--- src/rtl/sipo_frame_ctrl_if.sv ---
// Serial-in / parallel-out frame controller bus.
// Serial input side, flush control and parallel output handshake.
interface sipo_frame_ctrl_if #(
   parameter int WIDTH = 4
);
   logic             sin_valid;
   logic             sin_data;
   logic             sin_ready;
   logic             flush;
   logic [WIDTH-1:0] par_data;
   logic             par_valid;
   logic             par_ready;
   logic             busy;

   modport master (
      output sin_valid,
      output sin_data,
      output flush,
      output par_ready,
      input  sin_ready,
      input  par_data,
      input  par_valid,
      input  busy
   );

   modport slave (
      input  sin_valid,
      input  sin_data,
      input  flush,
      input  par_ready,
      output sin_ready,
      output par_data,
      output par_valid,
      output busy
   );
endinterface

--- src/rtl/sipo_frame_ctrl.sv ---
// Serial-to-parallel frame assembler with a one-deep holding register.
// Bits enter at bit 0; a completed frame waits in FULL if the holder is busy.
module sipo_frame_ctrl #(
   parameter int WIDTH = 4
) (
   input logic              clk,
   input logic              rst_n,
   sipo_frame_ctrl_if.slave bus
);

   localparam int CW = $clog2(WIDTH + 1);
   localparam logic [CW-1:0] CNT_LAST = CW'(WIDTH - 1);

   typedef enum logic [1:0] {
      IDLE,
      SHIFT,
      FULL
   } state_t;

   state_t           state_q;
   state_t           state_d;
   logic [CW-1:0]    cnt_q;
   logic [CW-1:0]    cnt_d;
   logic [WIDTH-1:0] sreg_q;
   logic [WIDTH-1:0] sreg_d;
   logic [WIDTH-1:0] hold_q;
   logic [WIDTH-1:0] hold_d;
   logic             pvalid_q;
   logic             pvalid_d;
   logic             accept;
   logic             last;
   logic             taken;
   logic             hold_free;
   logic             load;

   assign bus.sin_ready = (state_q != FULL);
   assign bus.busy      = (state_q != IDLE);
   assign bus.par_data  = hold_q;
   assign bus.par_valid = pvalid_q;

   always_comb begin
      taken     = pvalid_q && bus.par_ready;
      hold_free = !pvalid_q || taken;
      accept    = bus.sin_valid && (state_q != FULL) && !bus.flush;
      last      = accept && (cnt_q == CNT_LAST);
      state_d   = state_q;
      cnt_d     = cnt_q;
      sreg_d    = sreg_q;
      hold_d    = hold_q;
      pvalid_d  = pvalid_q && !bus.par_ready;
      load      = 1'b0;

      if (accept) begin
         sreg_d = {sreg_q[WIDTH-2:0], bus.sin_data};
         cnt_d  = last ? '0 : cnt_q + CW'(1);
      end

      case (state_q)
         IDLE: begin
            if (accept) state_d = SHIFT;
         end
         SHIFT: begin
            if (last) begin
               if (hold_free) begin
                  load    = 1'b1;
                  hold_d  = sreg_d;
                  state_d = IDLE;
               end else begin
                  state_d = FULL;
               end
            end
         end
         FULL: begin
            if (hold_free) begin
               load    = 1'b1;
               hold_d  = sreg_q;
               state_d = IDLE;
            end
         end
         default: state_d = IDLE;
      endcase

      // Flush beats both a new bit and a pending FULL->holder move
      if (bus.flush) begin
         state_d = IDLE;
         cnt_d   = '0;
         sreg_d  = '0;
         hold_d  = hold_q;
         load    = 1'b0;
      end

      if (load) pvalid_d = 1'b1;
   end

   always_ff @(posedge clk or negedge rst_n) begin
      if (!rst_n) begin
         state_q  <= IDLE;
         cnt_q    <= '0;
         sreg_q   <= '0;
         hold_q   <= '0;
         pvalid_q <= 1'b0;
      end else begin
         state_q  <= state_d;
         cnt_q    <= cnt_d;
         sreg_q   <= sreg_d;
         hold_q   <= hold_d;
         pvalid_q <= pvalid_d;
      end
   end

endmodule

--- src/flat_wrapper.sv ---
// flat-port wrapper written by rule: the top's interface ports become plain ports
module sipo_frame_ctrl_flat 
#(
   parameter int WIDTH = 4
)
  (clk, rst_n, bus_sin_valid, bus_sin_data, bus_flush, bus_par_ready, bus_sin_ready, bus_par_data, bus_par_valid, bus_busy);
  sipo_frame_ctrl_if #(.WIDTH(WIDTH)) bus_i ();
  input logic clk;
  input logic rst_n;
  input wire logic [$bits(bus_i.sin_valid)-1:0] bus_sin_valid;
  input wire logic [$bits(bus_i.sin_data)-1:0] bus_sin_data;
  input wire logic [$bits(bus_i.flush)-1:0] bus_flush;
  input wire logic [$bits(bus_i.par_ready)-1:0] bus_par_ready;
  output wire logic [$bits(bus_i.sin_ready)-1:0] bus_sin_ready;
  output wire logic [$bits(bus_i.par_data)-1:0] bus_par_data;
  output wire logic [$bits(bus_i.par_valid)-1:0] bus_par_valid;
  output wire logic [$bits(bus_i.busy)-1:0] bus_busy;
  assign bus_i.sin_valid = bus_sin_valid;
  assign bus_i.sin_data = bus_sin_data;
  assign bus_i.flush = bus_flush;
  assign bus_i.par_ready = bus_par_ready;
  assign bus_sin_ready = bus_i.sin_ready;
  assign bus_par_data = bus_i.par_data;
  assign bus_par_valid = bus_i.par_valid;
  assign bus_busy = bus_i.busy;
  sipo_frame_ctrl #(.WIDTH(WIDTH)) u_core (.clk(clk), .rst_n(rst_n), .bus(bus_i));
endmodule
--- config.mk ---
export PLATFORM = sky130hd
export DESIGN_NAME = sipo_frame_ctrl_flat
export DESIGN_NICKNAME = d
export VERILOG_FILES = /design/src/rtl/sipo_frame_ctrl_if.sv /design/src/rtl/sipo_frame_ctrl.sv /design/src/flat_wrapper.sv
export SDC_FILE = /design/constraint.sdc
export NUM_CORES = 1
export LEC_CHECK = 0
export CAP_MARGIN = 10
export CELL_PAD_IN_SITES_DETAIL_PLACEMENT = 0
export CELL_PAD_IN_SITES_GLOBAL_PLACEMENT = 1
export CORE_UTILIZATION = 39
export DETAILED_ROUTE_END_ITERATION = 6
export PLACE_DENSITY = 0.73
export SLEW_MARGIN = 5
export SYNTH_ARGS = -nofsm -noshare
export SYNTH_HDL_FRONTEND = slang
export SYNTH_SLANG_ARGS = --single-unit
--- constraint.sdc ---
create_clock -name clk -period 2.5 [get_ports clk]
set_clock_uncertainty 0.15 [all_clocks]
set_input_delay 0.25 -clock clk [delete_from_list [all_inputs] [get_ports clk]]
set_output_delay 0.25 -clock clk [all_outputs]
set_load 0.05 [all_outputs]
# --- Word level (Yosys, flattened, before mapping) ---
# Index checks and enable logic that the tools add are counted.
word_totals:
  reg_bits: 14
  latch_bits: 0
  ramBits: 0
  mem_bits_ro: 0
  inputBits: 6
  out_inout_bits: 7
  mem_count: 0
op_classes:
  n_addsub: 1
  multipliers: 0
  n_div: 0
  order_cmp: 0
  eq_ne: 10
  shift: 0
  n_mux: 20
  n_bitwise: 1
  n_reduce_logical: 15
op_table:
  columns: ["cell", "n"]
  rows:
  - ["4-bit 2-to-1 mux", 5]
  - ["2-bit 2-to-1 mux", 5]
  - ["3-bit 2-to-1 mux", 3]
  - ["3-bit by 2-bit != test with 1-bit output, second input constant", 3]
  - ["4-bit one-hot mux with 2 select lines", 1]
  - ["2-bit by 1-bit != test with 1-bit output, second input constant", 3]
  - ["2-bit one-hot mux with 3 select lines", 1]
  - ["2-bit nonzero test", 3]
  - ["1-bit logical AND", 5]
  - ["5-bit AND reduction", 1]
  - ["1-bit 2-to-1 mux", 4]
  - ["3-bit by 1-bit adder with 3-bit output, second input constant", 1]
  - ["3-bit by 2-bit == test with 1-bit output, second input constant", 1]
  - ["1-bit logical NOT", 3]
  - ["3-bit AND reduction", 1]
  - ["2-bit by 1-bit == test with 1-bit output, second input constant", 1]
  - ["2-bit == test, second input constant", 1]
  - ["2-bit logical NOT", 1]
  - ["2-bit != test, second input constant", 1]
  - ["1-bit one-hot mux with 2 select lines", 1]
  - ["1-bit logical OR", 1]
  - ["1-bit NOT", 1]

# --- Depth between registers and ports, before layout ---
depth:
  depth_word: 8
  ltp_mapped: 7
  depth_no_buf: 6

# --- Worst setup path after synthesis ---
# OpenSTA, ideal clock, no wires.
synth_timing:
  path_kind: "reg-to-reg"
  from: "reg u_core.pvalid_q, in the netlist u_core.bus.par_valid"
  to: "reg u_core.hold_q[0], in the netlist u_core.bus.par_data[0]"
  setup_ps: 79
  t_arrival_ps: 1595
  t_required_ps: 2271
  setup_slack_ps: 675
  stages_incl_launch_ff: 6
  n_path_buf: 1
  period_less_slack_ps: 1825
  cell_sequence: "dfrtp_1 > nor2b_2 > a221oi_4 > and3b_1 > buf_6 > mux2i_1"
synth_between:
  elab_chain_len: 4
  word_cells_on_any_way: 6
  classes_between: "eq/ne: 2; reduce/logical: 4"
synth_rtl:
  columns: ["item", "line", "text"]
  rows:
  - ["from (decl)", "sipo_frame_ctrl.sv:28", "logic pvalid_q;"]
  - ["from (signal assigned)", "sipo_frame_ctrl.sv:107", "pvalid_q <= pvalid_d;"]
  - ["1-bit logical NOT or 1-bit logical AND (tied branches)", "sipo_frame_ctrl.sv:43, sipo_frame_ctrl.sv:42", null]
  - ["1-bit logical OR (*)", "sipo_frame_ctrl.sv:43", "hold_free = !pvalid_q || taken;"]
  - ["2-bit by 1-bit != test with 1-bit output (no line)", null, null]
  - ["5-bit AND reduction (no line) (*)", null, null]
  - ["to (signal assigned)", "sipo_frame_ctrl.sv:106", "hold_q <= hold_d;"]
  - ["to (decl)", "sipo_frame_ctrl.sv:26", "logic [WIDTH-1:0] hold_q;"]
# Mark *: on every way between the ends. The rest lies on a longest branch, timed or not.
# A chain may end at the register's enable or synchronous reset.

# --- Worst setup path in the final report ---
layout_timing:
  from: "reg u_core.state_q[0]"
  to: "out bus_sin_ready"
layout_between:
  elab_chain_len: 1
layout_rtl:
  columns: ["item", "line", "text"]
  rows:
  - ["from (decl)", "sipo_frame_ctrl.sv:20", "state_t state_q;"]
  - ["from (signal assigned)", "sipo_frame_ctrl.sv:103", "state_q <= state_d;"]
  - ["2-bit != test", "sipo_frame_ctrl.sv:36", "assign bus.sin_ready = (state_q != FULL);"]
  - ["to (decl)", "flat_wrapper.sv:14", "output wire logic [$bits(bus_i.sin_ready)-1:0] bus_sin_ready;"]
# Every way passes these cells.

==> flow_summary.yaml <==
hold_path:
  hp-class: "primary input to asynchronous set/reset pin"
run_status:
  status: "completed"
clocking:
  cts_made_buffers: 3
  post-cts-setup-buffers: 0
  cts.sinks: 14
  cts_tree: "yes"
  clockRootBuffer: "clkbuf_4"
  hold_buffers: 0
  clk_latency_ns: 0.27
  clock_path_buffers: 2
  clkTransAtPathRegs_ns: 0.09
  h-tree-depth: 1
  cts_resized: 0
yosys:
  synth_top_area_share_pct: 47.38
  yosysSeqAreaShare_pct: 47.38
  syn_area_sq_um: 739.5
  synth_cell_types: 27
  synth.most_common_cell: "dfrtp_1"
  ys_top_cells_by_area: "dfrtp_1, mux2i_1, ha_1, inv_1, a221oi_4"
  synth-seq-cells: 14
  synth.avg_cell_area_sq_um: 11.38
  yosys_warnings: 0
  yosys.area.top_type: "dfrtp_1"
  synth_edf_count: 0
  synthArstFlopShare_pct: 100.0
  syn-instance-count: 65
  synth.net_count: 75
  ys_top_cells_by_count: "dfrtp_1, inv_1, mux2i_1"
  synth_ff_type: "dfrtp_1"
global_routing:
  grt_pass1_wl_um: 2249
  grt_pass1_vias: 512
  grt_start_max_net_pins: 15
  grt_usage_pct: 15.76
  grt_overflow_total: 0
  antenna_found_initial: 0
power:
  seq_power_share_pct: 43.9
  power_density_mw_per_mm2: 634.3
  vdd_drop_max_uv: 314.9
  p_leak_nw: 0.4267
  power_frac_clock_pct: 27.9
  intPower_mw: 0.3943
  p_sw_mw: 0.1883
  p_comb_share_pct: 28.2
  switching_share_pct: 32.32
cells_and_area:
  antenna_cells: 0
  nets: 91
  syn_to_final_growth_pct: 24.20
  design_area_sq_um: 918.4
  nFillCells: 167
  finalNonFillerCells: 105
  drive_gt1_share_pct: 15.00
worst_setup_path:
  cpPeakStageDelay_ns: 0.80
  critical_path.endpoint_type: "output pin"
  cp-startpoint: "u_core.state_q[0]"
  crit_top_cell: "inv_1"
  cp_slowest_cell: "clkdlybuf4s50_1"
  crit_chain: "inv_1 > ha_1 > inv_1 > clkdlybuf4s50_1"
  endpoint: "bus_sin_ready"
  worst-setup-path-type: "flip-flop to output pin"
  rr_endpoint: "u_core.bus.par_data[1]"
  worstReg2RegStart: "u_core.state_q[0]"
  r2r_slack_ns: 0.48
  start_kind: "flip-flop"
  reg2regPathDepth: 6
  critPathRequiredTime_ns: 2.10
  crit_fanout: 5
  crit_arrival_ns: 1.91
placed_design:
  gp_congestion: 0.7466
  placed_cell_area_sq_um: 882.1
  dp_hpwl_um: 989.4
  io_buffer_count: 12
  place_inst: 101
die:
  die_w_um: 45.55
  row_count: 15
  ios: 13
  core_area_sq_mm: 0.001745
  dieArea_sq_mm: 0.002074
  dieHeight_um: 45.55
  start_util_pct: 42.37
timing:
  worst_pin_slew_ns: 0.5912
  maxSlewViolCount: 0
  setup_tns_ns: 0
  slew-limit-headroom_pct: 60.46
  timing.final.hold_violations: 0
  rsz0062_at_grt: "no"
  max_freq_mhz: 433.6
  hold_slack_ns: 0.1913
  period_share_pct: 92.25
  setup_viol: 0
  min_period_ns: 2.306
routing:
  avgViaCountPerCell: 4.848
  wl_um: 1280
  drt_iter0_drc: 7
  dr.pass1.iters: 4
  drc: 0
  avgRoutedWirePerCell_um: 12.19
  dr_total_vias: 509
  ant_nets: 0
run:
  maxCapViolCount: 0
kinds of logic (layout without fill, tap and decap cells):
| family | after synthesis | in the layout | share of synthesized area, % |
|---|---|---|---|
| DFF | 14 | 14 | 47.38 |
| and+or+nand+nor | 18 | 18 | 15.57 |
| buffers and inverters | 11 | 26 | 6.767 |
| adders and majority gates | 4 | 4 | 6.768 |
| AOI/OAI and AO/OA | 9 | 9 | 11.34 |
| muxes | 9 | 9 | 12.18 |
critical path: cells and delay by family (launching register included):
| family | cells | cell delay [ns] |
|---|---|---|
| buffers and inverters | 3 | 0.97 |
| flip-flops | 1 | 0.39 |
| adder cells (fa/ha/maj) | 1 | 0.28 |
flip-flops by register name (all words and copies together), names as in the netlist:
signal	cells
u_core.cnt_q	3
u_core.sreg_q	4
u_core.bus.par_valid	1
u_core.state_q	2
u_core.bus.par_data	4
metal layers:
layer	vias up	share of wire (%)	wire (um)	track usage, %
li1	249	-	-	-
met1	253	51	653	22.67
met2	5	45	581	22.29
met3	2	2.6	33	3.571
met4	0	0.94	12	7.273
met5	-	0	0	0
per-stage QoR:
step / setup slack, ns / util [%] / power (mW)
6_report: 0.1939 / 52.62 / 0.5825
5_1_grt: 0.08396 / 52.62 / 0.6114
4_1_cts: 0.1678 / 52.62 / 0.5902
3_5_place_dp: 0.4555 / 50.54 / 0.4251
3_3_place_gp: 0.4788 / 50.54 / 0.4251
2_1_floorplan: 0.6752 / - / 0.3701
layout make-up:
type / count / area, sq um / share of cell area (%)
tap: 25 / 31.28 / 3.406
clock buffer: 4 / 36.28 / 3.951
multi-input combinational: 40 / 339.1 / 36.92
timing repair buffer: 13 / 127.6 / 13.90
inverter: 9 / 33.78 / 3.678
sequential: 14 / 350.3 / 38.15
cell usage in the layout, fill, tap and decap left out:
cell             instances
mux2i_1                  9
a221oi_4                 1
a31oi_1                  1
nand3_1                  1
and4_1                   1
dfrtp_1                 14
ha_1                     4
clkbuf_8                 1
and3b_1                  1
nor3_1                   1
clkdlybuf4s50_1         12
nor2b_2                  1
o21a_1                   1
inv_1                    9
a211oi_1                 1
buf_4                    1
nand2_1                  2
o21bai_1                 1
nand3b_4                 1
o21ai_0                  1
nor2_1                   6
nor2b_1                  1
clkbuf_4                 3
a41oi_1                  1
a21oi_1                  1
nand2b_2                 1
nor2_2                   1
a22o_2                   1
and3_2                   1
power by group through the flow:
| stage | registers [mW] | logic (mW) | clock network, mW |
|---|---|---|---|
| final | 0.256 | 0.164 | 0.162 |
| after global routing | 0.259 | 0.177 | 0.176 |
| after CTS | 0.257 | 0.165 | 0.168 |
| after detailed placement | 0.261 | 0.164 | 0 |
| after global placement | 0.260 | 0.165 | 0 |
| after floorplan | 0.307 | 0.0635 | 0 |
how the worst min path moves through the flow:
stage | from | to | slack, ns | depth (start not counted)
final | rst_n | u_core.bus.par_data[2] | 0.19 | 1
after global routing | rst_n | u_core.bus.par_valid | 0.26 | 1
after CTS | rst_n | u_core.state_q[1] | 0.21 | 1
after detailed placement | u_core.bus.par_data[2] | u_core.bus.par_data[2] | 0.37 | 2
after global placement | u_core.cnt_q[1] | u_core.cnt_q[1] | 0.36 | 2
after floorplan | rst_n | u_core.bus.par_data[0] | -0.20 | 0
No activity file was read; power rests on OpenSTA's default activity.
